<file path="src/rtl/cdc_pkg.sv">
// Shared types and defaults for the clk1->clk2 four-phase request/acknowledge crossing.
// Holds the sender state encoding and the timeout counter width helper.
package cdc_pkg;

  localparam int unsigned CDC_DATA_W  = 8;
  localparam int unsigned CDC_TIMEOUT = 255;

  typedef enum logic [1:0] {
    IDLE = 2'b00,
    REQ  = 2'b01,
    REL  = 2'b10
  } cdc_req_state_t;

  // Width able to hold 0..t; never below one bit so TIMEOUT=0 still elaborates.
  function automatic int unsigned cdc_cnt_w(input int unsigned t);
    return (t < 32'd2) ? 32'd1 : 32'($clog2(t + 32'd1));
  endfunction

endpackage

</file>
<file path="src/rtl/sync_2ff.sv">
// Single-bit two-flop level synchronizer; two destination-clock cycles of latency.
// No backpressure: it samples every cycle and both flops reset to 0.
module sync_2ff (
  input  logic clk,
  input  logic rst,
  input  logic d,
  output logic q
);

  logic meta_q;
  logic sync_q;

  always_ff @(posedge clk or negedge rst) begin
    if (!rst) begin
      meta_q <= 1'b0;
      sync_q <= 1'b0;
    end else begin
      meta_q <= d;
      sync_q <= meta_q;
    end
  end

  assign q = sync_q;

endmodule

</file>
<file path="src/rtl/cdc_req_sender.sv">
// clk1-side four-phase sender: accepts a word, holds it on data_out, runs req/ack to completion.
// req_out follows the accept edge; in_ready is low for the whole handshake and while the synced ack is high.
module cdc_req_sender
  import cdc_pkg::*;
#(
  parameter int unsigned DATA_W  = CDC_DATA_W,
  parameter int unsigned TIMEOUT = CDC_TIMEOUT
) (
  input  logic              clk1,
  input  logic              rst,
  input  logic              in_valid,
  input  logic [DATA_W-1:0] in_data,
  output logic              in_ready,
  output logic              req_out,
  output logic [DATA_W-1:0] data_out,
  input  logic              ack_in,
  output logic              busy,
  output logic              done,
  output logic              err_timeout
);

  localparam int unsigned      CNT_W   = cdc_cnt_w(TIMEOUT);
  localparam logic [CNT_W-1:0] CNT_MAX = CNT_W'(TIMEOUT);

  cdc_req_state_t    state_q, state_d;
  logic              req_q, req_d;
  logic [DATA_W-1:0] data_q, data_d;
  logic              done_q, done_d;
  logic              err_q, err_d;
  logic [CNT_W-1:0]  cnt_q, cnt_d;
  logic              ack_s;
  logic              waiting;

  sync_2ff u_ack_sync (
    .clk (clk1),
    .rst (rst),
    .d   (ack_in),
    .q   (ack_s)
  );

  always_comb begin
    state_d  = state_q;
    req_d    = req_q;
    data_d   = data_q;
    done_d   = 1'b0;
    in_ready = 1'b0;
    case (state_q)
      IDLE: begin
        in_ready = !ack_s;
        req_d    = 1'b0;
        if (in_valid && !ack_s) begin
          data_d  = in_data;
          req_d   = 1'b1;
          state_d = REQ;
        end
      end
      REQ: begin
        req_d = 1'b1;
        if (ack_s) begin
          req_d   = 1'b0;
          state_d = REL;
        end
      end
      REL: begin
        req_d = 1'b0;
        if (!ack_s) begin
          state_d = IDLE;
          done_d  = 1'b1;
        end
      end
      default: begin
        req_d   = 1'b0;
        state_d = IDLE;
      end
    endcase
  end

  // The counter only flags a stuck phase; req_out is never dropped early.
  assign waiting = (state_q == REQ) || (state_q == REL);

  always_comb begin
    cnt_d = cnt_q;
    err_d = err_q;
    if (state_d != state_q) begin
      cnt_d = '0;
    end else if (waiting && (cnt_q != CNT_MAX)) begin
      cnt_d = cnt_q + 1'b1;
    end
    if ((TIMEOUT != 0) && waiting && (state_d == state_q) && (cnt_d == CNT_MAX)) begin
      err_d = 1'b1;
    end
  end

  always_ff @(posedge clk1 or negedge rst) begin
    if (!rst) begin
      state_q <= IDLE;
      req_q   <= 1'b0;
      data_q  <= '0;
      done_q  <= 1'b0;
      err_q   <= 1'b0;
      cnt_q   <= '0;
    end else begin
      state_q <= state_d;
      req_q   <= req_d;
      data_q  <= data_d;
      done_q  <= done_d;
      err_q   <= err_d;
      cnt_q   <= cnt_d;
    end
  end

  assign req_out     = req_q;
  assign data_out    = data_q;
  assign done        = done_q;
  assign err_timeout = err_q;
  assign busy        = (state_q != IDLE);

endmodule

</file>
<file path="config.mk">
export PLATFORM = sky130hd
export DESIGN_NAME = cdc_req_sender
export DESIGN_NICKNAME = d
export VERILOG_FILES = /design/src/rtl/cdc_pkg.sv /design/src/rtl/sync_2ff.sv /design/src/rtl/cdc_req_sender.sv
export SDC_FILE = /design/constraint.sdc
export NUM_CORES = 1
export LEC_CHECK = 0
export ABC_CLOCK_PERIOD_IN_PS = 2500
export CAP_MARGIN = 20
export CORE_MARGIN = 2
export CORE_UTILIZATION = 40
export CTS_CLUSTER_SIZE = 24
export DETAILED_ROUTE_END_ITERATION = 7
export PLACE_DENSITY = 0.65
export SLEW_MARGIN = 25
export SYNTH_ARGS = -nofsm -noshare
export SYNTH_HDL_FRONTEND = slang
export SYNTH_SLANG_ARGS = --single-unit
</file>
<file path="constraint.sdc">
create_clock -name clk1 -period 2.5 [get_ports clk1]
set_clock_uncertainty 0.15 [all_clocks]
set_input_delay 0.5 -clock clk1 [delete_from_list [all_inputs] [get_ports clk1]]
set_output_delay 0.5 -clock clk1 [all_outputs]
set_load 0.01 [all_outputs]
</file>
# After elaboration in Yosys (flattened, before gate mapping)
# Cells that the tools add are included.
[totals] reg_bits=23 input_bits=12 output_inout_bits=13 elab_cells=35
[op_classes] addsub=1 eq_ne=6 muxes=11 reduce_logical=9
[op_table] operator="8-bit two-way mux" count=2
[op_table] operator="8-bit by 1-bit adder with 8-bit output, second input constant" count=1
[op_table] operator="8-bit == test, second input constant" count=1
[op_table] operator="8-bit inequality test, second input constant" count=1
[op_table] operator="2-bit two-way mux" count=3
[op_table] operator="2-bit case mux with 3 select lines" count=1
[op_table] operator="1-bit logical AND" count=4
[op_table] operator="1-bit two-way mux" count=4
[op_table] operator="2-bit by 1-bit == test with 1-bit output, second input constant" count=1
[op_table] operator="2-bit == test" count=1
[op_table] operator="2-bit == test, second input constant" count=1
[op_table] operator="2-bit zero test" count=1
[op_table] operator="2-bit inequality test" count=1
[op_table] operator="1-bit case mux with 2 select lines" count=1
[op_table] operator="2-bit AND reduction" count=1
[op_table] operator="2-bit nonzero test" count=1
[op_table] operator="1-bit zero test" count=1
[op_table] operator="1-bit logical OR" count=1

# Depth between registers and ports, before layout
[logic_depth] ltp_word=8 mapped_depth=7

# Modules after synthesis
# Synthesis repeated with hierarchy kept, for this count alone.
[unflattened] cells_unflattened=100 area_unflattened_um2=1178.6
[by_module_without_submodules] module="cdc_req_sender" n_inst=1 cells_per_inst=98 area_each_um2=1128.6 seq_area_each_um2=525.5
[by_module_without_submodules] module="sync_2ff" n_inst=1 cells_per_inst=2 area_each_um2=50.0 seq_area_each_um2=50.0

# Least setup slack after synthesis
# Ideal clock, no wire load.
[synth_timing] path_kind="reg-to-reg" from="register state_q[0]" to="register data_q[0], in the netlist data_out[0]" setup_ns=0.125 arrival_time_ns=1.608 setup_slack_ns=0.617 path_stages_with_launch=7 n_path_buf=1 synth_period_minus_slack_ns=1.883 path_cell_list="dfrtp_1 inv_1 ha_1 inv_2 or3_1 buf_6 mux2_4"
[synth_via] elab_chain_cells=2
[synth_lines] element="from (decl)" line="cdc_req_sender.sv:25" text="cdc_req_state_t state_q, state_d;"
[synth_lines] element="from (signal assigned)" line="cdc_req_sender.sv:103" text="state_q <= state_d;"
[synth_lines] element="2-bit zero test" line="cdc_req_sender.sv:47" text="case (state_q)"
[synth_lines] element="2-bit AND reduction (no line)"
[synth_lines] element="to (signal assigned)" line="cdc_req_sender.sv:105" text="data_q <= data_d;"
[synth_lines] element="to (decl)" line="cdc_req_sender.sv:27" text="logic [DATA_W-1:0] data_q, data_d;"
# No other way between the ends.
# A chain may end at the register's enable or synchronous reset.

# Worst setup path after layout
[layout_timing] from="register state_q[1]" to="output busy"
[layout_via] elab_chain_cells=1
[layout_lines] element="2-bit nonzero test" line="cdc_req_sender.sv:116" text="assign busy = (state_q != IDLE);"
[layout_lines] element="to (decl)" line="cdc_req_sender.sv:17" text="output logic busy,"
# No other way between the ends.

==> summary.txt <==
Drt
  – DRT Wirelength: 2270 µm
  – 1st-iter DRT viols: 29
  – Pre-antenna DRT Iters: 4
  – # DRC: 0
  – Routed vias/inst: 5.41
  – Post-DRT Antenna Nets: 0
  – Via total after detailed routing: 866
  – WL/cell: 14.2 µm

Place
  – Gpl congestion: 0.934
  – Dpl hpwl: 1590 µm
  – # port buffers: 24
  – Placed insts: 155

STA
  – Setup-failing EPs final: 0
  – Tightest Pin Transition: 0.492 ns
  – Final setup TNS: 0 ns
  – Slew Viols, Final: 0
  – Max Freq: 439 MHz
  – Final Hold Viols: 0
  – Tcrit/Tclk final: 91.2%
  – RSZ-0062 raised after global routing: false
  – Slew HR: 67.2%
  – Tmin final: 2.28 ns

Die
  – Die width: 57.8 µm
  – Die Y: 57.8 µm
  – Die footprint: 3340 µm²
  – Row cnt: 19
  – Core area: 2760 µm²
  – Initial cell density of the core: 42.0%
  – I/O pin count: 25

GRT
  – All-Layer GR Usage: 16.1%
  – Antenna violations before repair: 0
  – Global-route wire length before repair: 4140 µm
  – Vias in the first global route: 907
  – GRT overflow: 0
  – Largest net degree at the start of global routing: 24

Clock network
  – CTS Buffer Depth: 2
  – H-tree depth: 1
  – CTS buffer count: 3
  – CTS sink count: 23
  – Reg clk slew, reported paths: 0.13 ns
  – CTS tree: yes
  – Clock Root Buffer: clkbuf_4
  – Clock Latency Late Sink: 0.31 ns

Yosys
  – Part of the Yosys area used for sequential elements: 49.7%
  – Synthesized flop and latch total: 23
  – Synthesized area: 1160 µm²
  – Yosys cell types: 34
  – Mean area per synthesized cell: 11.6 µm²
  – Syn nets: 117
  – Ys Warns: 0
  – Gate Count Post-Synth: 100

Worst setup path
  – Critical path endpoint category: primary output
  – CP required: 1.85 ns
  – Worst setup path category: reg -> out
  – Startpoint types: register
  – Worst EP arrival: 1.63 ns
  – Max FO, Critical Path: 6

Power
  – Worst vdd ir: 0.609 mV
  – Lkg Pwr: 0.697 nW
  – Power per cell area: 971 nW/µm²
  – Total power: 0.00144 W

Final layout
  – Layout cells sized above 1: 17.8%
  – Layout Area Growth over Synthesis: 28.3%
  – # diodes: 0
  – Fillers: 243
  – Fin nets: 147
  – Fin cells: 160

Min path
  – Worst hold path type: reg -> reg

Run
  – Max-cap check violation count: 0

Status
  – Status: finished, final reports clean
==> registers in the layout, indices dropped and copies added, names as in the netlist <==
signal,count
cnt_q,8
data_out,8
done,1
err_timeout,1
req_out,1
state_q,2
u_ack_sync.meta_q,1
u_ack_sync.q,1
==> area by class of cell <==
cell class | instances | area (µm²) | share of cell area [%]
inverters | 5 | 18.8 | 1.26
well taps | 31 | 38.8 | 2.61
flip-flops and latches | 23 | 578 | 38.9
repair buffers | 27 | 265 | 17.9
clock inverters | 1 | 5.00 | 0.337
clock buffers | 3 | 22.5 | 1.52
multi-input cells | 70 | 557 | 37.5
==> worst max-delay path: stages (launching register included) <==
cell	delay (ns)
dfrtp_2	0.43
inv_1	0.09
ha_4	0.19
inv_2	0.08
clkdlybuf4s50_1	0.53
==> power by group <==
part           total [W]  internal [W]  switching, W
clock network   0.000176     0.0000599      0.000116
registers       0.000561      0.000479     0.0000823
logic           0.000704      0.000406      0.000298
total            0.00144      0.000945      0.000496
==> stage by stage <==
step | hold slack (ns) | worst slack [ns] | util, % | instance area, µm²
CTS | 0.224 | 0.0123 | 53.4 | 1470
floorplan | 0.0544 | 0.617 | - | 1160
global placement | 0.191 | 0.239 | 52.0 | 1430
finish | 0.222 | 0.221 | 53.9 | 1490
detailed placement | 0.188 | 0.194 | 52.0 | 1430
global route | 0.246 | 0.137 | 53.9 | 1490
==> cell usage after synthesis <==
library cell   n  area, µm²
o211ai_1       1       7.51
buf_4          1       7.51
and2_1         2       12.5
inv_1          4       15.0
xor2_1         2       17.5
mux2i_1        1       10.0
dfrtp_1       23        576
nand2_1        5       18.8
xnor2_1        2       17.5
nor2_1         9       33.8
ha_1           5       62.6
a41o_1         1       10.0
o21ai_0        3       15.0
nor3_1         1       5.00
a21oi_1        5       25.0
nand3_2        1       10.0
nand3_1        3       15.0
nand4_1        2       12.5
buf_6          1       11.3
o22ai_1        1       6.26
nand2b_1       1       6.26
nand3b_1       1       7.51
or3_1          1       6.26
a41oi_1        1       8.76
nor2b_1        3       18.8
o22ai_2        1       12.5
mux2_4         8        120
a22oi_1        1       7.51
and3_1         3       18.8
a211oi_1       3       22.5
a311oi_1       1       8.76
nand4_4        1       21.3
inv_2          1       3.75
a31oi_1        1       6.26
==> worst paths after layout <==
check / from / end / slack (ns) / cells after the start
worst min register to register: u_ack_sync.meta_q$_DFF_PN0_ / u_ack_sync.q$_DFF_PN0_ / 0.22 / 0
max in group asynchronous: rst / state_q[0]$_DFF_PN0_ / 1.58 / 2
min in group asynchronous: rst / data_out[2]$_DFFE_PN0P_ / 0.37 / 2
worst max register to register: state_q[0]$_DFF_PN0_ / data_out[7]$_DFFE_PN0P_ / 0.52 / 5
worst max-delay path: state_q[1]$_DFF_PN0_ / busy / 0.22 / 4
worst min-delay path: u_ack_sync.meta_q$_DFF_PN0_ / u_ack_sync.q$_DFF_PN0_ / 0.22 / 0
==> cells in the final DEF (no fill, tap or decap), types with 2 or more instances in the layout <==
| cell | n |
|---|---|
| ha_1 | 4 |
| mux2_4 | 8 |
| dfrtp_2 | 2 |
| and3_1 | 3 |
| nor2_1 | 9 |
| clkbuf_4 | 3 |
| dfrtp_1 | 21 |
| a21oi_1 | 5 |
| nand2_1 | 5 |
| inv_2 | 2 |
| nand3_1 | 3 |
| o21ai_0 | 3 |
| and2_1 | 2 |
| clkdlybuf4s50_1 | 23 |
| a211oi_1 | 3 |
| xnor2_1 | 2 |
| xor2_1 | 2 |
| buf_4 | 3 |
| nand4_1 | 2 |
| inv_1 | 3 |
| nor2b_1 | 3 |
==> timing repair <==
item                                    4_1_cts  5_1_grt
endpoints found under the hold margin         0        0
hold buffers                                  0        0
setup buffers                                 0        1
resized for setup                             2        4
endpoints found under the setup margin        1        1
==> routing by layer <==
metal	up-vias	track usage (%)	part of all wire [%]
met5	-	0	0
met4	0	2.33	0.35
met3	2	6.70	8.9
met2	32	26.3	45
met1	417	20.6	46
li1	415	-	-
==> cells by family (layout without fill, tap and decap cells) <==
kind of cell,after synthesis,after routing,share of synthesized area (%)
and+or+nand+nor,33,33,16.1
DFF,23,23,49.7
muxes,9,9,11.2
xor gates and xnor gates,4,4,3.03
AOI/OAI and AO/OA,19,19,11.2
buffers and inverters,7,36,3.24
adders and majority gates,5,5,5.41
(Power assumes the default switching activity.)
==> RTL change 1: new RTL, same settings <==
Set the package constant `CDC_TIMEOUT` to 510 (it was 255).
--- a/src/rtl/cdc_pkg.sv
+++ b/src/rtl/cdc_pkg.sv
@@ -3,7 +3,7 @@
 package cdc_pkg;
 
   localparam int unsigned CDC_DATA_W  = 8;
-  localparam int unsigned CDC_TIMEOUT = 255;
+  localparam int unsigned CDC_TIMEOUT = 510;
 
   typedef enum logic [1:0] {
     IDLE = 2'b00,
Formal check against the unedited RTL: no difference found for any inputs over 10 cycles, from zero or initial values and one cycle with rst low; that may be too few to reach the edited logic, so the function may still have changed.
==> RTL change 1 against the original RTL <==
- sequential power increased by 5.0%
- synthesized cell count increased by 14%
- cell area increased by 3.2%
- via count increased by 8.2%
- largest cell class unchanged
- highest routed layer is now met3
- first-iteration DRC count decreased by 3.4%
- power about the same
- sequential cell count increased by 1
- sequential share of layout area increased by 0.43 points
- area after synthesis increased by 5.9%
- setup slack got worse by 0.055 ns
- routed wire length increased by 2.6%
==> RTL change 1: results <==
metrics = {
    "outcome": {
        "status": "finished clean",
    },
    "route": {
        "initialDrtViolationCount": 28,
        "dr.pass1.iters": 4,
        "drt-vias-per-instance": 5.448,
        "post_drt_wl_per_cell_um": 13.53,
        "totalWireLength_um": 2327,
    },
    "grt": {
        "track_usage_pct": 14.67,
        "grt_max_degree": 25,
        "grt-ovfl-total": 0,
        "grt_pass1_vias": 920,
        "grt_pass1_wl_um": 3960,
    },
    "logic_synthesis": {
        "synth_area_per_cell_um2": 10.76,
        "synth_common_cells": "24 x dfrtp_1, 11 x nor2_1, 8 x mux2_2",
        "async_reset_ff_share_pct": 100.0,
        "synth-adder-area-share_pct": 6.122,
        "synth_mux_area_share_pct": 8.980,
        "ys_types": 37,
        "synth_area_leaders": "dfrtp_1 49%, mux2_2 7.3%, ha_1 6.1%",
        "synth_nets": 132,
        "yosys.area_share.xor_xnor_pct": 2.857,
        "synth_compound_area_share_pct": 11.63,
        "yosysSeqAreaShare_pct": 48.98,
    },
    "final_layout": {
        "diodes": 0,
        "largest_register": "cnt_q",
        "layout-drive-gt1-share_pct": 16.55,
        "nNetsFinal": 159,
    },
    "setup_path": {
        "startpoint": "state_q[0]$_DFF_PN0_",
        "reg2reg_depth": 6,
        "timing.rr.end": "err_timeout$_DFFE_PN0P_",
        "slowest_delay_ns": 0.56,
        "cp_slowest_cell": "clkdlybuf4s50_1",
        "critPathArrivalTime_ns": 1.68,
        "rr_startpoint": "state_q[1]$_DFF_PN0_",
        "path_max_fanout": 6,
        "r2r_setup_slack_ns": 0.33,
        "crit_family": "buffers and inverters",
    },
    "clock_tree": {
        "clk_latency_ns": 0.29,
        "cts_max_level": 1,
        "clkSlewWorstSetupHoldPaths_ns": 0.12,
    },
    "power_and_ir_drop": {
        "p_total_mw": 1.440,
        "leakage_nw": 0.6734,
        "combinationalPower_uw": 692,
        "ir_drop_v": 0.0004982,
        "switchingPower_uw": 517.3,
        "powerSeq_uw": 589,
    },
    "sta": {
        "max_slew_margin_pct": 76.50,
        "layout_min_cycle_time_ns": 2.334,
        "holdWs_ns": 0.2154,
    },
    "placement": {
        "hpwl_um": 1816,
        "place_congestion": 0.7524,
        "port_buffers": 24,
        "placed_cells": 169,
        "postPlaceCellArea_um2": 1503,
        "pre_cts_ws_ns": 0.2849,
    },
    "worst_hold_path": {
        "whs_endpoint": "u_ack_sync.q$_DFF_PN0_",
        "hold_depth": 0,
        "hp-class": "flip-flop to flip-flop",
    },
}
-- RTL change 1: changes by cell type after synthesis, sizes merged, moves of 2 or more --
cell	change
clkbuf	+3
a21oi	+2
and2	-2
and3	-2
nor2	+2
nor3	+2
nor4	+2
o31ai	+2
or4	+2
-- RTL change 1: cell type report --
class	instances	area (um2)
Clock buffer	3	22.52
Tap cell	33	41.29
Fill cell	247	1445
Timing Repair Buffer	26	257.7
Sequential cell	24	603.1
Inverter	6	22.52
Multi-Input combinational cell	80	585.6
-- RTL change 1: what timing repair did --
action	4_1_cts	5_1_grt
gates cloned	0	0
endpoints found under the setup margin	1	1
endpoints found under the hold margin	0	0
gates resized for setup	2	3
-- RTL change 1: per-layer routing --
layer	track usage (%)	share of wire [%]	routed length, um	up-vias
met3	3.275	5.1	118	0
met4	1.948	0	0	0
met2	25.27	50	1165	29
li1	-	-	-	466
met5	0	0	0	-
met1	19.27	45	1043	442
==> RTL change 2: new RTL, same settings <==
Made on the original files. Register the output `err_timeout` once more; this adds one clock of latency there. The other outputs are not delayed to match.
--- a/src/rtl/cdc_req_sender.sv
+++ b/src/rtl/cdc_req_sender.sv
@@ -112,7 +112,9 @@
   assign req_out     = req_q;
   assign data_out    = data_q;
   assign done        = done_q;
-  assign err_timeout = err_q;
+  always_ff @(posedge clk1) begin
+    err_timeout <= err_q;
+  end
   assign busy        = (state_q != IDLE);
 
 endmodule
Formal check against the unedited RTL: no difference found for any inputs over 10 cycles, from zero or initial values and one cycle with rst low; that may be too few to reach the edited logic, so the function may still have changed.
==> RTL change 2 against the original RTL <==
- largest power group unchanged
- area after synthesis increased by 1.7%
- cell area increased by 3.5%
- power increased by 9.7%
- sequential cell count increased by 1
- routed wire length increased by 3.4%
- setup slack got worse by 0.017 ns
- first-iteration DRC count decreased by 21%
==> RTL change 2: results <==
metrics = {
    "placement": {
        "postPlaceCellArea_um2": 1453,
        "place_congestion": 0.8370,
        "pre_cts_ws_ns": 0.2056,
        "placed_cells": 156,
        "hpwl_um": 1684,
    },
    "logic_synthesis": {
        "yosysSeqAreaShare_pct": 50.58,
        "synth-adder-area-share_pct": 5.313,
        "async_reset_ff_share_pct": 95.83,
        "synth_nets": 118,
        "yosys.area_share.xor_xnor_pct": 2.976,
        "synth_area_leaders": "dfrtp_1 49%, mux2_4 10%, ha_1 5.3%",
        "syn-instance-count": 101,
        "synth_compound_area_share_pct": 11.05,
        "ys_types": 35,
        "synth_mux_area_share_pct": 11.05,
    },
    "setup_path": {
        "r2r_setup_slack_ns": 0.55,
        "critPathArrivalTime_ns": 1.65,
        "rr_startpoint": "state_q[1]$_DFF_PN0_",
        "slowest_delay_ns": 0.55,
    },
    "grt": {
        "use_met2_pct": 22.89,
        "track_usage_pct": 15.15,
        "met1_usage_pct": 20.28,
        "grt_pass1_vias": 816,
        "grt_pass1_wl_um": 3843,
        "antenna_found_initial": 0,
        "grt_max_degree": 24,
    },
    "route": {
        "totalWireLength_um": 2344,
        "initialDrtViolationCount": 23,
        "wl_met1_um": 1044,
        "route.top_layer_used": "met4",
        "drt-vias-per-instance": 5.389,
        "dr_wl_met3_um": 166,
        "dr_total_vias": 873,
    },
    "final_layout": {
        "nNetsFinal": 149,
        "n_fill_cell": 247,
    },
    "outcome": {
        "status": "finished clean",
    },
    "clock_tree": {
        "ctsRootBufferMaster": "clkbuf_4",
    },
    "worst_hold_path": {
        "hp-start": "u_ack_sync.meta_q$_DFF_PN0_",
    },
    "sta": {
        "tightestPinTransition_ns": 0.4933,
    },
    "power_and_ir_drop": {
        "leakage_nw": 0.7199,
        "ir_drop_v": 0.0007257,
    },
}
RTL change 2: cell types whose count changed in the layout (fill, tap and decap cells not counted):
cell and delta:
buf_4 +1, bufinv_16 +1, clkinv_2 -1, dfxtp_1 +1
RTL change 2: how the worst max path moves through the flow:
stage	from	endpoint	slack, ns
2_1_floorplan	state_q[0]$_DFF_PN0_	data_out[0]$_DFFE_PN0P_	0.62
3_3_place_gp	in_valid	data_out[6]$_DFFE_PN0P_	0.24
3_5_place_dp	in_valid	data_out[3]$_DFFE_PN0P_	0.21
4_1_cts	state_q[0]$_DFF_PN0_	in_ready	0.01
5_1_grt	state_q[1]$_DFF_PN0_	busy	0.13
6_report	state_q[1]$_DFF_PN0_	busy	0.20
RTL change 2: layout make-up:
cell class | instances | area share [%]
Timing Repair Buffer | 28 | 17.74
Clock buffer | 3 | 1.465
Inverter | 5 | 1.221
Tap cell | 31 | 2.522
Multi-Input combinational cell | 70 | 36.21
Clock inverter | 1 | 1.953
Sequential cell | 24 | 38.89
RTL change 2: logic make-up (layout without fill, tap and decap cells):
kind of cell               Yosys count  after routing
AOI/OAI and AO/OA                   19             19
xor gates and xnor gates             4              4
adders and majority gates            5              5
buffers and inverters                7             37
DFF                                 24             24
muxes                                9              9
and+or+nand+nor                     33             33
RTL change 2: where the power goes:
part           internal [mW]  switching (mW)  total, mW
clock network          0.162           0.123      0.285
logic                  0.416           0.307      0.723
registers              0.495          0.0780      0.573
total                   1.07           0.508       1.58
RTL change 2: per-stage QoR:
| stage | util (%) | hold WS [ns] |
|---|---|---|
| after global routing | 55.29 | 0.2395 |
| final | 55.29 | 0.2246 |
| after floorplan | - | 0.05441 |
| after detailed placement | 52.23 | 0.2037 |
| after global placement | 52.23 | 0.1845 |
| after CTS | 54.21 | 0.2345 |
